## src/rtl/img_proc_pkg.sv

```systemverilog
// Shared definitions for the img_proc pixel-stream stages: pixel constants,
// the common stage state encoding and a counter-width helper.
package img_proc_pkg;

   localparam int unsigned PIX_W = 8;

   // Binary pixel levels produced by thresholding stages
   localparam logic [PIX_W-1:0] PIX_FG = 8'hFF;
   localparam logic [PIX_W-1:0] PIX_BG = 8'h00;

   // Frame-level state shared by stream stages
   typedef enum logic [1:0] {
      StIdle,
      StActive,
      StFlush,
      StDone
   } img_state_e;

   // Counter width for a range of n values, never narrower than one bit
   function automatic int unsigned cnt_w(input int unsigned n);
      return (n > 1) ? $clog2(n) : 1;
   endfunction

endpackage

```

## src/rtl/raster_counter.sv

```systemverilog
// Raster-order x/y position counter. Advances one pixel per advance_i pulse,
// wraps x at the end of a line and y at the end of a frame; clear_i has
// priority and returns the position to the origin.
module raster_counter
   import img_proc_pkg::*;
#(
   parameter int unsigned WIDTH  = 640,
   parameter int unsigned HEIGHT = 480,
   localparam int unsigned XW    = cnt_w(WIDTH),
   localparam int unsigned YW    = cnt_w(HEIGHT)
) (
   input  logic          clk_i,
   input  logic          rst_i,
   input  logic          clear_i,
   input  logic          advance_i,
   output logic [XW-1:0] x_o,
   output logic [YW-1:0] y_o
);

   localparam logic [XW-1:0] XMax = XW'(WIDTH - 1);
   localparam logic [YW-1:0] YMax = YW'(HEIGHT - 1);

   logic [XW-1:0] x_q, x_d;
   logic [YW-1:0] y_q, y_d;

   // Next position: clear wins, otherwise step with line/frame wrap
   always_comb begin
      x_d = x_q;
      y_d = y_q;
      if (clear_i) begin
         x_d = '0;
         y_d = '0;
      end else if (advance_i) begin
         if (x_q == XMax) begin
            x_d = '0;
            y_d = (y_q == YMax) ? '0 : y_q + YW'(1);
         end else begin
            x_d = x_q + XW'(1);
         end
      end
   end

   // Position registers with synchronous reset
   always_ff @(posedge clk_i) begin
      if (rst_i) begin
         x_q <= '0;
         y_q <= '0;
      end else begin
         x_q <= x_d;
         y_q <= y_d;
      end
   end

   assign x_o = x_q;
   assign y_o = y_q;

endmodule

```

## src/rtl/binarize_stream.sv

```systemverilog
// Thresholds a raster-order grayscale stream into binary pixels for the
// morphological filters, then emits padding so their line window flushes.
// Optional macro BINARIZE_STATS_EN adds the per-frame fg_count output.
module binarize_stream
   import img_proc_pkg::*;
#(
   parameter int unsigned       IMG_WIDTH    = 640,
   parameter int unsigned       IMG_HEIGHT   = 480,
   parameter int unsigned       DATA_W       = PIX_W,
   parameter logic [DATA_W-1:0] PAD_VALUE    = DATA_W'(8'hFF),
   parameter int unsigned       FLUSH_PIXELS = 2 * IMG_WIDTH + 2
) (
   input  logic              clk,
   input  logic              rst,
   input  logic              in_valid,
   input  logic [DATA_W-1:0] in_data,
   output logic              in_ready,
   input  logic [DATA_W-1:0] threshold,
   output logic              out_enable,
   output logic [DATA_W-1:0] out_data,
   output logic              frame_done,
   output logic              busy
`ifdef BINARIZE_STATS_EN
   ,
   output logic [$clog2(IMG_WIDTH*IMG_HEIGHT+1)-1:0] fg_count
`endif
);

   localparam int unsigned XW = cnt_w(IMG_WIDTH);
   localparam int unsigned YW = cnt_w(IMG_HEIGHT);
   localparam int unsigned FW = cnt_w(FLUSH_PIXELS + 1);

   localparam logic [XW-1:0]     XLast     = XW'(IMG_WIDTH - 1);
   localparam logic [YW-1:0]     YLast     = YW'(IMG_HEIGHT - 1);
   localparam logic [FW-1:0]     FlushLast = FW'(FLUSH_PIXELS - 1);
   localparam logic [DATA_W-1:0] FgVal     = DATA_W'(PIX_FG);
   localparam logic [DATA_W-1:0] BgVal     = DATA_W'(PIX_BG);

   img_state_e        state_q, state_d;
   logic [FW-1:0]     flush_q, flush_d;
   logic [DATA_W-1:0] thr_q, thr_d;

   logic              out_en_q, out_en_d;
   logic [DATA_W-1:0] out_data_q, out_data_d;
   logic              done_q, done_d;
   logic              busy_q, busy_d;

   logic              accept;
   logic              pix_fg;
   logic              last_px;
   logic [DATA_W-1:0] thr_use;
   logic [XW-1:0]     pos_x;
   logic [YW-1:0]     pos_y;

   raster_counter #(
      .WIDTH  (IMG_WIDTH),
      .HEIGHT (IMG_HEIGHT)
   ) u_raster (
      .clk_i     (clk),
      .rst_i     (rst),
      .clear_i   (state_q == StDone),
      .advance_i (accept),
      .x_o       (pos_x),
      .y_o       (pos_y)
   );

   // In IDLE the position is always the origin, so this also covers 1x1 frames
   assign last_px = (pos_x == XLast) && (pos_y == YLast);

   // State register
   always_ff @(posedge clk) begin
      if (rst) begin
         state_q <= StIdle;
      end else begin
         state_q <= state_d;
      end
   end

   // Next-state logic
   always_comb begin
      state_d = state_q;
      unique case (state_q)
         StIdle: begin
            if (accept) state_d = last_px ? StFlush : StActive;
         end
         StActive: begin
            if (accept && last_px) state_d = StFlush;
         end
         StFlush: begin
            if (flush_q == FlushLast) state_d = StDone;
         end
         StDone: begin
            state_d = StIdle;
         end
         default: begin
            state_d = StIdle;
         end
      endcase
   end

   // Handshake, classification and next values of the registered outputs
   always_comb begin
      in_ready = 1'b0;
      unique case (state_q)
         StIdle:   in_ready = 1'b1;
         StActive: in_ready = 1'b1;
         StFlush:  in_ready = 1'b0;
         StDone:   in_ready = 1'b0;
         default:  in_ready = 1'b0;
      endcase

      accept = in_valid & in_ready;

      // The frame's first pixel uses the live threshold it is latched from
      thr_use = (state_q == StIdle) ? threshold : thr_q;
      pix_fg  = (in_data >= thr_use);

      thr_d = thr_q;
      if (accept && (state_q == StIdle)) thr_d = threshold;

      flush_d = (state_q == StFlush) ? flush_q + FW'(1) : '0;

      out_en_d   = accept | (state_q == StFlush);
      out_data_d = BgVal;
      if (accept) begin
         out_data_d = pix_fg ? FgVal : BgVal;
      end else if (state_q == StFlush) begin
         out_data_d = PAD_VALUE;
      end

      done_d = (state_q == StDone);
      busy_d = accept | (state_q != StIdle);
   end

   // Datapath and output registers
   always_ff @(posedge clk) begin
      if (rst) begin
         flush_q    <= '0;
         thr_q      <= '0;
         out_en_q   <= 1'b0;
         out_data_q <= '0;
         done_q     <= 1'b0;
         busy_q     <= 1'b0;
      end else begin
         flush_q    <= flush_d;
         thr_q      <= thr_d;
         out_en_q   <= out_en_d;
         out_data_q <= out_data_d;
         done_q     <= done_d;
         busy_q     <= busy_d;
      end
   end

   assign out_enable = out_en_q;
   assign out_data   = out_data_q;
   assign frame_done = done_q;
   assign busy       = busy_q;

`ifdef BINARIZE_STATS_EN
   localparam int unsigned GW = $clog2(IMG_WIDTH * IMG_HEIGHT + 1);

   logic [GW-1:0] fg_acc_q, fg_acc_d;
   logic [GW-1:0] fg_cnt_q, fg_cnt_d;

   // Foreground tally restarts with the frame's first pixel; published at DONE
   always_comb begin
      fg_acc_d = fg_acc_q;
      if (accept) begin
         fg_acc_d = ((state_q == StIdle) ? '0 : fg_acc_q) + GW'(pix_fg);
      end
      fg_cnt_d = (state_q == StDone) ? fg_acc_q : fg_cnt_q;
   end

   // Statistics registers
   always_ff @(posedge clk) begin
      if (rst) begin
         fg_acc_q <= '0;
         fg_cnt_q <= '0;
      end else begin
         fg_acc_q <= fg_acc_d;
         fg_cnt_q <= fg_cnt_d;
      end
   end

   assign fg_count = fg_cnt_q;
`endif

endmodule

```

## config.mk

```make
export PLATFORM = sky130hd
export DESIGN_NAME = binarize_stream
export DESIGN_NICKNAME = d
export VERILOG_FILES = /design/src/rtl/img_proc_pkg.sv /design/src/rtl/raster_counter.sv /design/src/rtl/binarize_stream.sv
export SDC_FILE = /design/constraint.sdc
export NUM_CORES = 1
export LEC_CHECK = 0
export CAP_MARGIN = 10
export CORE_MARGIN = 1
export CORE_UTILIZATION = 45
export CTS_BUF_LIST = sky130_fd_sc_hd__clkbuf_16
export CTS_CLUSTER_DIAMETER = 100
export CTS_CLUSTER_SIZE = 16
export DETAILED_ROUTE_END_ITERATION = 16
export GPL_TIMING_DRIVEN = 1
export PLACE_DENSITY = 0.68
export SYNTH_ARGS = -nofsm -noshare
export SYNTH_HDL_FRONTEND = slang
export SYNTH_SLANG_ARGS = --single-unit
```

## constraint.sdc

```tcl
create_clock -name clk -period 7.4 [get_ports clk]
set_clock_uncertainty 0.1 [all_clocks]
set_input_delay 1.85 -clock clk [delete_from_list [all_inputs] [get_ports clk]]
set_output_delay 1.85 -clock clk [all_outputs]
set_load 0.05 [all_outputs]
```

==> summary.txt, run 1 <==
die area: 5172 sq um
Tot Pwr: 835.5 uW
Final Wtd Congestion: 0.8045
cts repair resizes: 0
Die Wd: 71.92 um
synth top area cells: dfxtp_1 (40%), ha_1 (9.1%), xor2_1 (7.6%)
Layout Nets: 311
Final min period: 3.937 ns
CP arrival: 1.99 ns
layout cell share with drive strength beyond 1: 3.971%
synthesized area: 2200 sq um
CP startpoint kind: flop
Worst Setup End Kind: output pin
final hold violation count: 0
GR Util All Layers: 17.80%
clk sinks: 44
CTS tree: done
dpl ws: 3.367 ns
pwr dens: 313.3 nW/um^2
Setup Crit Path Kind: reg2out
Max-cap violations: 0
Bufs and invs on worst path: 2
initial DRC count: 72
Synth top cells by count: dfxtp_1 (44), nand2_1 (36), nor2_1 (29), xor2_1 (19), ha_1 (16)
# diodes: 0
# IOs: 31
initial core utilization: 46.57%
Final Max Slew Viols: 0
Max Freq: 254.0 MHz
global-route wire length before repair: 7113 um
initial antenna violation count: 0
EDFF count, synth: 0
Least-Margin Pin Slew: 0.7044 ns
top cell family by delay on the critical path: buffers and inverters
Main synth FF type: dfxtp_1
final WL: 4092 um
# fillers: 439
Synth Warn #: 0
# rows: 25
Die H: 71.92 um
Tcrit/Tclk final: 53.21%
RSZ-0062 raised after global routing: no
CP max-delay cell: clkdlybuf4s50_1
largest net degree at the start of global routing: 17
CTS max path bufs: 2
Layout area overhead: 21.22%
crit-path max cell delay: 0.82 ns
I/O Buffers: 30
post-route ant nets: 0
number of global-route vias before repair: 1,598
critical-path cell list: inv_1 > ha_1 > nor2_1 > clkdlybuf4s50_1
First-pass DRT Iterations: 4
Peak VDD IR: 0.1553 mV
Synth top area share: 40.05%
Cells after Synth: 255
Avg WL per Cell: 11.90 um
post-synth cell types: 39
sequential element share of the synthesized area: 40.05%
routed via count: 1,708
dpl hpwl: 3081 um
H-tree level count: 2
worst-skew pair later-pin latency: 0.28 ns
Worst slew margin: 53.04%
critical path fanouts, max: 7
vias per inst: 4.965
Static Leak: 1.051 nW
CP required: 5.45 ns
post-CTS setup buffer count: 0
synthesized area per cell: 8.626 sq um
count leader, synth: dfxtp_1
CTS Buf Count: 5
setup tns final: 0 ns
status: completed
clk slew on worst S/H paths: 0.06 ns
setup violators final: 0
path type of the worst min-delay path: reg2reg
Post-route DRC: 0
Synth Net Count: 290
CORE AREA: 4723 sq um
GRT Residual Overflow: 0
PnR worst setup slack: 3.463 ns
Synth Register Bits: 44
CTS Hold Bufs: 0
cell accounting for the most synthesized area: dfxtp_1
clock root cell: clkbuf_16
FFs w/ async S/R, synth: 0%
[cell families (layout without fill, tap and decap cells)]
| group | after synthesis | after routing | synth area share, % |
|---|---|---|---|
| AND/OR/NAND/NOR | 111 | 111 | 24.06 |
| flip-flops | 44 | 44 | 40.05 |
| XOR/XNOR | 26 | 26 | 10.35 |
| AO/OA/AOI/OAI | 25 | 25 | 7.168 |
| buffers and inverters | 25 | 47 | 5.575 |
| adder cells (fa/ha/maj) | 16 | 16 | 9.101 |
| multiplexers | 8 | 8 | 3.697 |
[path summary, 6_finish.rpt]
| path | start | end | slack, ns | depth (start not counted) |
|---|---|---|---|---|
| setup / recovery | state_q[0]$_SDFFE_PP0P_ | in_ready | 3.46 | 4 |
| hold / removal | thr_q[1]$_SDFFE_PP0P_ | thr_q[1]$_SDFFE_PP0P_ | 0.35 | 2 |
| setup reg to reg | state_q[0]$_SDFFE_PP0P_ | out_data[6]$_SDFF_PP0_ | 4.72 | 9 |
| hold reg to reg | thr_q[1]$_SDFFE_PP0P_ | thr_q[1]$_SDFFE_PP0P_ | 0.35 | 2 |
[stage by stage]
| step | area, sq um | hold WS [ns] | std cells | utilization (%) |
|---|---|---|---|---|
| 2_1_floorplan | 2200 | 0.3295 | 255 | - |
| 3_3_place_gp | 2499 | 0.3409 | 336 | 52.90 |
| 3_5_place_dp | 2499 | 0.3473 | 336 | 52.90 |
| 4_1_cts | 2666 | 0.3552 | 344 | 56.45 |
| 5_1_grt | 2666 | 0.3833 | 344 | 56.45 |
| 6_report | 2666 | 0.3515 | 344 | 56.45 |
[flip-flops by register name, summed over array words and instances (netlist names)]
signal        cells
out_enable        1
flush_q          11
u_raster.x_o     10
frame_done        1
thr_q             8
u_raster.y_o      9
out_data          1
state_q           2
busy              1
[tightest hold or removal path, cell delays in order, from the launching register on]
cell and delay, ns:
dfxtp_1 0.31, nand2_1 0.05, a21oi_1 0.05
[routing by layer]
metal / share of wire (%) / GRT usage [%] / up-vias
met5: 0 / 0 / -
met3: 2.8 / 5.000 / 8
li1: - / - / 897
met2: 48 / 29.98 / 22
met4: 1.7 / 7.407 / 0
met1: 47 / 21.42 / 781
[where the power goes]
part           switching [mW]  total (mW)  internal [mW]
sequential             0.0173       0.277          0.260
clock                  0.0857       0.244          0.158
combinational           0.191       0.314          0.124
total                   0.293       0.835          0.542
[placed cells by master (no fill, tap or decap), drive strengths merged, types with 8 or more instances in the layout]
cell / instances
ha: 16
inv: 8
nand2: 36
nand3: 10
xor2: 19
dfxtp: 44
nor2: 29
a21oi: 12
clkdlybuf4s50: 30
nand4: 8
and3: 9
[final cells by class]
type	instances	area [sq um]	share of cell area [%]
clock buffers	5	125.1	4.693
repair buffers	31	307.8	11.54
well taps	67	83.83	3.144
flip-flops and latches	44	880.8	33.04
clock inverters	3	42.54	1.595
multi-input cells	186	1196	44.86
inverters	8	30.03	1.126
No activity file was read; power rests on OpenSTA's default activity.
==> run 2: changes to the inputs <==
- clock period: 7.4 -> 4 ns (I/O delays scaled with it)
==> run 2 against run 1 <==
Compared with the run above: global-route usage is 0.59 points lower; first-iteration DRC count shrank 4.2%; power up 78%; clock power rose by 58%; via count is 1.5% higher; sequential share of layout area rose by 0.28 points; non-clock buffer count rose by 1; core utilization down 0.48 points; cell count stayed put; sequential power is 85% higher; critical path depth unchanged; combinational power up 88%; critical path type unchanged.
==> summary.txt, run 2 (synthesis gave the netlist of run 1 again) <==
vias per inst: 5.038 (was 4.965)
worst r2r src: state_q[1]$_SDFFE_PP0P_ (was state_q[0]$_SDFFE_PP0P_)
# rows: 25 (unchanged)
Worst slew margin: 52.76% (was 53.04%)
# IOs: 31 (unchanged)
pwr dens: 562.9 nW/um^2 (was 313.3 nW/um^2)
Peak VDD IR: 0.3305 mV (was 0.1553 mV)
Tcrit/Tclk final: 76.48%
clk sinks: 44 (unchanged)
cts repair resizes: 0 (unchanged)
post-route ant nets: 0 (unchanged)
clk slew on worst S/H paths: 0.06 ns (about the same)
final hold violation count: 0 (unchanged)
worst reg2reg path depth: 9 (unchanged)
PnR worst setup slack: 0.9406 ns (was 3.463 ns)
critical path fanouts, max: 7 (unchanged)
clock root cell: clkbuf_16 (unchanged)
Final Wtd Congestion: 0.8185 (was 0.8045)
CP required: 2.90 ns (was 5.45 ns)
Die Wd: 71.92 um (unchanged)
First-pass DRT Iterations: 4 (unchanged)
worst-skew pair later-pin latency: 0.28 ns (about the same)
H-tree level count: 2 (unchanged)
path type of the worst min-delay path: reg2reg (unchanged)
GR Util All Layers: 17.20% (was 17.80%)
most frequent cells in the layout: dfxtp_1 (44), nand2_1 (36), clkdlybuf4s50_1 (30) (unchanged)
Die H: 71.92 um (unchanged)
setup violators final: 0 (unchanged)
dpl ws: 0.7656 ns (was 3.367 ns)
CTS Buf Count: 5 (unchanged)
setup tns final: 0 ns (unchanged)
HP Start: thr_q[7]$_SDFFE_PP0P_ (was thr_q[1]$_SDFFE_PP0P_)
initial antenna violation count: 0 (unchanged)
Final Max Slew Viols: 0 (unchanged)
most common cell after layout, fill and taps aside: dfxtp_1 (unchanged)
RSZ-0062 raised after global routing: no (unchanged)
GRT Residual Overflow: 0 (unchanged)
Final Util: 55.97% (was 56.45%)
Final min period: 3.059 ns
CTS Hold Bufs: 0 (unchanged)
max FFs per register: 11 (unchanged)
Least-Margin Pin Slew: 0.7086 ns (was 0.7044 ns)
initial core utilization: 46.57% (unchanged)
CTS max path bufs: 2 (unchanged)
WHS Endpoint: thr_q[7]$_SDFFE_PP0P_ (was thr_q[1]$_SDFFE_PP0P_)
Layout area overhead: 20.19% (was 21.22%)
number of global-route vias before repair: 1,609 (was 1,598)
R2R Setup Slk: 1.34 ns (was 4.72 ns)
CTS tree: done (unchanged)
I/O Buffers: 30 (unchanged)
largest net degree at the start of global routing: 17 (unchanged)
Layout Nets: 312 (was 311)
Worst Setup End Kind: output pin (unchanged)
Max Freq: 326.9 MHz
CP arrival: 1.96 ns (was 1.99 ns)
global-route wire length before repair: 7003 um (was 7113 um)
Static Leak: 1.041 nW (was 1.051 nW)
Max-cap violations: 0 (unchanged)
R2R Path End: out_data[6]$_SDFF_PP0_ (unchanged)
routed via count: 1,733 (was 1,708)
die area: 5172 sq um (unchanged)
Post-route DRC: 0 (unchanged)
CP startpoint kind: flop (unchanged)
post-CTS setup buffer count: 0 (unchanged)
Tot Pwr: 1.488 mW (was 835.5 uW)
dpl hpwl: 3019 um (was 3081 um)
Avg WL per Cell: 12.07 um (was 11.90 um)
# diodes: 0 (unchanged)
final WL: 4153 um (was 4092 um)
Hold Crit Depth: 2 (unchanged)
status: completed (unchanged)
CORE AREA: 4723 sq um (unchanged)
Largest Register: flush_q (unchanged)
initial DRC count: 69 (was 72)
Setup Crit Path Kind: reg2out (unchanged)
layout cell share with drive strength beyond 1: 3.971% (unchanged)
## run 2: critical path: stages (launching register included)
cell	delay [ns]
dfxtp_1	0.36
inv_1	0.08
ha_1	0.30
nor2_1	0.14
clkdlybuf4s50_1	0.80
## run 2: area by class of cell
class                           count  area, sq um
Fill cell                         424         2079
Multi-Input combinational cell    186         1196
Sequential cell                    44        880.8
Timing Repair Buffer               32        315.3
Clock buffer                        5        125.1
Tap cell                           67        83.83
Inverter                            8        30.03
Clock inverter                      2        12.51
## run 2: worst max-delay path by stage
stage                         endpoint                     from  slack (ns)
2_1_floorplan   out_data[6]$_SDFF_PP0_  state_q[0]$_SDFFE_PP0P_        1.37
3_3_place_gp   state_q[0]$_SDFFE_PP0P_                 in_valid        0.85
3_5_place_dp   state_q[0]$_SDFFE_PP0P_                 in_valid        0.77
4_1_cts                       in_ready  state_q[0]$_SDFFE_PP0P_        0.91
6_report                      in_ready  state_q[0]$_SDFFE_PP0P_        0.94
5_1_grt                       in_ready  state_q[0]$_SDFFE_PP0P_        0.82
## run 2: layer usage
layer  track usage [%]  up-vias  routed length [um]
met5                 0        -                   0
met3             4.028        4                 125
li1                  -      897                   -
met1             20.87      807                1944
met2             29.77       25                2039
met4             6.318        0                  44
## run 2: per-stage QoR
| step | instances | area (sq um) | hold slack, ns |
|---|---|---|---|
| finish | 344 | 2644 | 0.3559 |
| detailed placement | 337 | 2506 | 0.3493 |
| CTS | 344 | 2644 | 0.3573 |
| floorplan | 255 | 2200 | 0.3295 |
| global placement | 337 | 2506 | 0.3416 |
| global route | 344 | 2644 | 0.3753 |
## run 2: report_power, final
| part | leakage, nW | switching [mW] | internal [mW] |
|---|---|---|---|
| Clock | 0.0657 | 0.160 | 0.226 |
| Combinational | 0.619 | 0.359 | 0.230 |
| Sequential | 0.357 | 0.0315 | 0.481 |
| Total | 1.04 | 0.551 | 0.937 |
==> run 3: changes to the inputs <==
- clock period: 4 -> 3 ns (I/O delays scaled with it)
==> run 3 against run 2 <==
Compared with the run above: flip-flop and latch count is the same; sequential power grew 33%; power grew 54%; critical path type unchanged; highest routed layer unchanged.
==> summary.txt, run 3 (synthesis gave the netlist of run 1 again) <==
status: completed (unchanged)
I/O Buffers: 30 (unchanged)
clk slew on worst S/H paths: 0.06 ns (about the same)
Worst slew margin: 63.70% (was 52.76%)
Die Wd: 71.92 um (unchanged)
# diodes: 0 (unchanged)
Layout area overhead: 25.43% (was 20.19%)
Hold Crit Depth: 2 (unchanged)
die area: 5172 sq um (unchanged)
Reg area: 880.8 sq um (unchanged)
multi-input logic area: 1196 sq um (unchanged)
layout cell share with drive strength beyond 1: 6.007% (was 3.971%)
Max-cap violations: 0 (unchanged)
largest net degree at the start of global routing: 15 (was 17)
# fillers: 407 (was 424)
Final min period: 2.859 ns
Tcrit/Tclk final: 95.31%
cts repair resizes: 0 (unchanged)
path type of the worst min-delay path: reg2reg (unchanged)
worst r2r src: state_q[0]$_SDFFE_PP0P_ (was state_q[1]$_SDFFE_PP0P_)
Cell Count, Final, Fillers Out: 350 (was 344)
Final Util: 58.41% (was 55.97%)
H-tree level count: 2 (unchanged)
critical path fanouts, max: 7 (unchanged)
Final Wtd Congestion: 0.7729 (was 0.8185)
First-pass DRT Iterations: 4 (unchanged)
post-CTS setup buffer count: 0 (unchanged)
fin area: 2759 sq um (was 2644 sq um)
routed via count: 1,736 (was 1,733)
Final Max Slew Viols: 0 (unchanged)
CTS Hold Bufs: 0 (unchanged)
Setup Crit Path Kind: reg2out (unchanged)
placed insts: 342 (was 337)
GRT Residual Overflow: 0 (unchanged)
worst hold slack: 0.3529 ns (was 0.3559 ns)
GR Util All Layers: 17.40% (was 17.20%)
max FFs per register: 11 (unchanged)
final WL: 4237 um (was 4153 um)
Max Freq: 349.8 MHz
CP startpoint kind: flop (unchanged)
Least-Margin Pin Slew: 0.5428 ns (was 0.7086 ns)
global-route wire length before repair: 7093 um (was 7003 um)
CP required: 2.15 ns (was 2.90 ns)
clock root cell: clkbuf_16 (unchanged)
CORE AREA: 4723 sq um (unchanged)
HP Start: thr_q[5]$_SDFFE_PP0P_ (was thr_q[7]$_SDFFE_PP0P_)
Placed Area: 2544 sq um (was 2506 sq um)
R2R Setup Slk: 0.40 ns (was 1.34 ns)
RSZ-0062 raised after global routing: no (unchanged)
worst reg2reg path depth: 9 (unchanged)
initial antenna violation count: 0 (unchanged)
WHS Endpoint: thr_q[5]$_SDFFE_PP0P_ (was thr_q[7]$_SDFFE_PP0P_)
# IOs: 31 (unchanged)
Peak VDD IR: 0.3539 mV (was 0.3305 mV)
worst-skew pair later-pin latency: 0.28 ns (about the same)
setup tns final: 0 ns (unchanged)
setup violators final: 0 (unchanged)
CTS max path bufs: 2 (unchanged)
dpl hpwl: 3103 um (was 3019 um)
number of global-route vias before repair: 1,570 (was 1,609)
pwr dens: 829.2 nW/um^2 (was 562.9 nW/um^2)
Largest Register: flush_q (unchanged)
Avg WL per Cell: 12.11 um (was 12.07 um)
vias per inst: 4.960 (was 5.038)
Die H: 71.92 um (unchanged)
CP arrival: 2.01 ns (was 1.96 ns)
most frequent cells in the layout: dfxtp_1 (44), nand2_1 (36), clkdlybuf4s50_1 (30) (unchanged)
Post-route DRC: 0 (unchanged)
CTS Buf Count: 5 (unchanged)
most common cell after layout, fill and taps aside: dfxtp_1 (unchanged)
initial core utilization: 46.57% (unchanged)
initial DRC count: 64 (was 69)
final hold violation count: 0 (unchanged)
Layout Nets: 317 (was 312)
clk sinks: 44 (unchanged)
# rows: 25 (unchanged)
post-route ant nets: 0 (unchanged)
Static Leak: 1.102 nW (was 1.041 nW)
Worst Setup End Kind: output pin (unchanged)
R2R Path End: out_data[6]$_SDFF_PP0_ (unchanged)
CTS tree: done (unchanged)
==> run 3: critical path, cell delays in order (launching register included) <==
cell and delay [ns]:
dfxtp_1 0.37, inv_1 0.10, ha_1 0.30, nor2_1 0.13, clkdlybuf4s50_1 0.82
==> run 3: metrics by stage <==
| step | total power [mW] | worst slack [ns] |
|---|---|---|
| global placement | 1.500 | 0.2468 |
| finish | 2.288 | 0.1408 |
| detailed placement | 1.512 | 0.2031 |
| CTS | 2.302 | 0.1324 |
| floorplan | 1.298 | 0.3698 |
| global route | 2.404 | 0.1065 |
==> run 3: report_power, final <==
part	switching [mW]	leakage (nW)	internal (mW)	total (mW)
Clock	0.224	0.104	0.561	0.785
Combinational	0.487	0.641	0.333	0.820
Sequential	0.0413	0.357	0.641	0.683
Total	0.753	1.10	1.54	2.29
==> run 3: layout make-up <==
class | instances | share of cell area, %
timing repair buffer | 37 | 12.79
multi-input combinational | 186 | 43.36
inverter | 8 | 1.088
tap | 67 | 3.039
clock inverter | 3 | 3.265
clock buffer | 5 | 4.535
sequential | 44 | 31.93
==> run 3: worst max path at each step <==
stage	startpoint	endpoint	slack (ns)
4_1_cts	state_q[0]$_SDFFE_PP0P_	in_ready	0.13
6_report	state_q[0]$_SDFFE_PP0P_	in_ready	0.14
3_3_place_gp	in_valid	state_q[0]$_SDFFE_PP0P_	0.25
2_1_floorplan	state_q[0]$_SDFFE_PP0P_	out_data[6]$_SDFF_PP0_	0.37
3_5_place_dp	in_valid	state_q[0]$_SDFFE_PP0P_	0.20
5_1_grt	state_q[0]$_SDFFE_PP0P_	in_ready	0.11
==> run 3: metal layers <==
metal | global-route usage [%] | up-vias | share of wire [%]
li1 | - | 908 | -
met3 | 4.444 | 5 | 3.3
met1 | 22.77 | 799 | 47
met4 | 5.447 | 0 | 1.3
met2 | 28.30 | 24 | 48
met5 | 0 | - | 0
==> edit 1 (flow settings as in run 1) <==
Add a define of `BINARIZE_STATS_EN`.
--- a/src/rtl/binarize_stream.sv
+++ b/src/rtl/binarize_stream.sv
@@ -2,4 +2,6 @@
 // morphological filters, then emits padding so their line window flushes.
 // Optional macro BINARIZE_STATS_EN adds the per-frame fg_count output.
+`define BINARIZE_STATS_EN
+
 module binarize_stream
    import img_proc_pkg::*;
Function (old outputs only; new: fg_count): kept (Yosys induction, for registers that start in step).
==> edit 1 against run 1 <==
Final area is 75% higher. Power is 55% higher. Count of clock-buffer cells in the layout is 4 higher. Worst setup slack lost 0.91 ns. Area after synthesis is 78% higher. Maximum frequency shrank 19%. Routed wire length grew 89%. Sequential cell count increased by 38.
==> edit 1: results (changes against run 1) <==
- The cell depth of the worst flop-to-flop path was 17 (+8).
- The clock latency on the worst-skew pair is 0.34 ns (+0.06 ns).
- The met2 wirelength from detailed routing is 3.58 mm (+81%).
- The count of different cell masters after synthesis is 52 (+33%).
- By area the synthesized netlist is led by dfxtp_1 42%, mux2i_1 6.9%, nor2_1 6.3%.
- The number of signal-net inverters in the final layout is 9 (+1).
- The highest clock rate was 206 MHz (-19%).
- The layout cell share with drive strength beyond 1 is 0.0629 (+0.0232).
- The number of multi-input combinational cells came to 333 (+79%).
- The per-cell via count in the routed design is 5.21 (+4.9%).
- The HPWL after detailed placement is 5.33 mm (+73%).
- The initial DRC count is 115 (+60%).
- The via count of the routed design came to 3116 (+82%).
- The total placed cells including tap cells was 582 (+73%).
- The global placer's final weighted congestion is 0.801 (-0.48%).
- The pre-CTS worst setup slack is 2.20 ns (-1.17 ns).
- The power consumed by combinational cells is 419 uW (+33%).
- The met3 wirelength from detailed routing was 229 um (+99%).
- The flow ran to the end, and the final reports show no timing, DRC or antenna violations.
- The wire length on met1 is 3.78 mm (+95%).
- The via count of the first global-routing pass was 2855 (+79%).
- The total wire length is 7.74 mm (+89%).
- The clock-cell share of area was 0.0559 (-0.00695).
- The data arrival time of the worst path is 5.02 ns (+3.03 ns).
- The number of input and output port buffers inserted is 49 (+63%).
- The share of the synthesized area in the top cell type is 0.420 (+0.0194).
- The number of buffers added by the clock tree synthesis step is 9 (+4).
- The worst hold-check slack was 0.353 ns (+0.000972 ns).
- The slack of the worst reg-to-reg path is 3.15 ns (-1.57 ns).
- The final net count came to 525 (+69%).
- The switching power share of the total is 0.350 (-0.00120).
- The maximum VDD drop is 0.208 mV (+34%).
- The internal power of the cells is 841 uW (+55%).
- The number of sinks handled by clock tree synthesis was 82 (+86%).
- The non-clock buffer contribution to total cell area was 0.110 (-0.00519).
- The largest net degree at the start of global routing was 58 (+41).
- The slew at the pin closest to its max-slew limit was 0.746 ns (+0.0415 ns).
- The critical path starts at threshold[0].
- The first-pass GRT wire length is 13.1 mm (+84%).
==> edit 1: cell count changes in the layout (fill, tap and decap cells not counted), sizes merged, moves of 12 or more <==
cell           delta
a21oi            +12
clkdlybuf4s50    +18
dfxtp            +38
mux2i            +20
nand2            +21
nor2             +37
==> edit 1: worst max-delay path, cell delays in order <==
cell and delay (ns):
clkdlybuf4s50_1 0.41, mux2_2 0.27, ha_1 0.26, nand2b_1 0.09, a21o_1 0.11, a211oi_1 0.06
or3_1 0.37, nand3b_1 0.10, ha_1 0.19, ha_1 0.19, nand2_1 0.09, nor3_4 0.24
nand3_2 0.17, or4_1 0.53, nand3_1 0.09
==> edit 1: cell families (layout without fill, tap and decap cells) <==
logic type                 after synthesis  in the layout  synth area share
xor gates and xnor gates                29             29            0.0650
buffers and inverters                   37             78            0.0451
muxes                                   29             29            0.0749
AOI/OAI and AO/OA                       54             54            0.0842
and+or+nand+nor                        203            203             0.253
DFF                                     82             82             0.420
adders and majority gates               18             18            0.0576
==> edit 2 (config.mk and constraints of run 1) <==
Made on the original files. `out_data_q` no longer has a reset.
--- a/src/rtl/binarize_stream.sv
+++ b/src/rtl/binarize_stream.sv
@@ -139,5 +139,4 @@
          thr_q      <= '0;
          out_en_q   <= 1'b0;
-         out_data_q <= '0;
          done_q     <= 1'b0;
          busy_q     <= 1'b0;
@@ -146,8 +145,11 @@
          thr_q      <= thr_d;
          out_en_q   <= out_en_d;
-         out_data_q <= out_data_d;
          done_q     <= done_d;
          busy_q     <= busy_d;
       end
+   end
+
+   always_ff @(posedge clk) begin
+      out_data_q <= out_data_d;
    end
 
Check against the original RTL: not equivalent (a bounded check fails within 4 cycles, from zero or initial values and one cycle with rst high).
==> edit 2 against run 1 <==
Final area decreased by 0.66%. Clock power decreased by 15%. Routed wire length decreased by 1.9%. Non-clock buffer count unchanged. Register-to-register slack improved by 0.05 ns. Worst setup slack improved by 0.016 ns. Power decreased by 6.1%. Utilization decreased by 0.37 points. Synthesized cell count decreased by 0.39%. Sequential cell count unchanged. Area after synthesis increased by 0.11%. Critical path depth unchanged. Sequential power about the same.
==> edit 2: results (changes against run 1) <==
- The fraction of the yosys area taken by sequential cells is 0.400 (-0.000455).
- The HPWL after detailed placement is 2.84 mm (-7.9%).
- The xor-xnor portion of the synthesized cell area is 0.0994 (-0.00409).
- The gate count of the mapped netlist is 254 (-0.39%).
- The count of different cell masters after synthesis is 40 (+2.6%).
- The portion of netlist area occupied by mux cells is 0.0369 (-0.0000420).
- The flow ran to the end, and the final reports show no timing, DRC or antenna violations.
- The per-cell via count in the routed design is 4.91 (-1.1%).
- The initial DRC count is 118 (+64%).
- The total track usage came to 0.169 (-0.00895).
- The met3 track utilization from global routing is 0.0347 (-0.0153).
- The layout cell share with drive strength beyond 1 is 0.0540 (+0.0142).
- The met2 routing resource usage after global routing came to 0.292 (-0.00734).
- The fill cell instance count of the final layout came to 440 (+0.23%).
- The maximum fanout count along the critical path came to 8 (+1).
- The startpoint identified for the worst hold timing path is thr_q[0].
- The first-pass GRT wire length was 6.98 mm (-1.9%).
- Sorting the synthesized cells by how often they occur yields 44 x dfxtp_1, 33 x nand2_1, 30 x nor2_1.
- The global placer's final weighted congestion is 0.811 (+0.75%).
- The relative slew slack is 0.551 (+0.0203).
- The worst flop-to-flop path startpoint is state_q[1].
- The via count of the routed design came to 1694 (-0.82%).
- The standard cell area after detailed placement is 2510 sq um (+0.45%).
- The global-route met1 utilization is 0.210 (-0.00457).
- The maximum VDD drop is 0.143 mV (-7.9%).
- The total placed cells including tap cells is 337 (+0.30%).
- The met2 wirelength from detailed routing is 1.96 mm (-0.76%).
- The net count after synthesis is 289 (-0.34%).
- The total wire length was 4.01 mm (-1.9%).
- The longest individual stage delay on the worst path is 0.80 ns (-0.02 ns).
- By area the synthesized netlist is led by dfxtp_1 40%, ha_1 9.1%, xor2_1 6.4%.
- The final net count was 312 (+0.32%).
- The met3 wirelength from detailed routing is 130 um (+13%).
- The pre-CTS worst setup slack is 3.40 ns (+0.0302 ns).
[edit 2: changes by cell type in the layout (fill, tap and decap cells not counted), moves of 2 or more]
cell / run 1 / this run
and3_1: 9 / 6
a21o_1: 2 / 4
or4_1: 2 / 0
xor2_1: 19 / 16
nand2_1: 36 / 33
nor4_1: 1 / 3
nand4_1: 8 / 6
o21ai_0: 2 / 4
xnor2_1: 7 / 9
[edit 2: final timing paths]
path              cells after the start          end  slack (ns)
hold / removal                        2     thr_q[0]        0.35
hold reg to reg                       2     thr_q[0]        0.35
setup / recovery                      4     in_ready        3.48
setup reg to reg                      9  out_data[6]        4.77
[edit 2: cell type report]
class                      instances  area [sq um]  share of cell area
multi-input combinational        186          1200               0.454
sequential                        44           881               0.333
timing repair buffer              31           308               0.116
clock buffer                       5           125              0.0472
tap                               67          83.8              0.0316
inverter                           9          33.8              0.0128
clock inverter                     3          13.8             0.00520
[edit 2: where the power goes]
part           switching [uW]  internal [uW]
Clock                    84.2            122
Sequential               17.2            261
Combinational             185            115
Total                     286            498
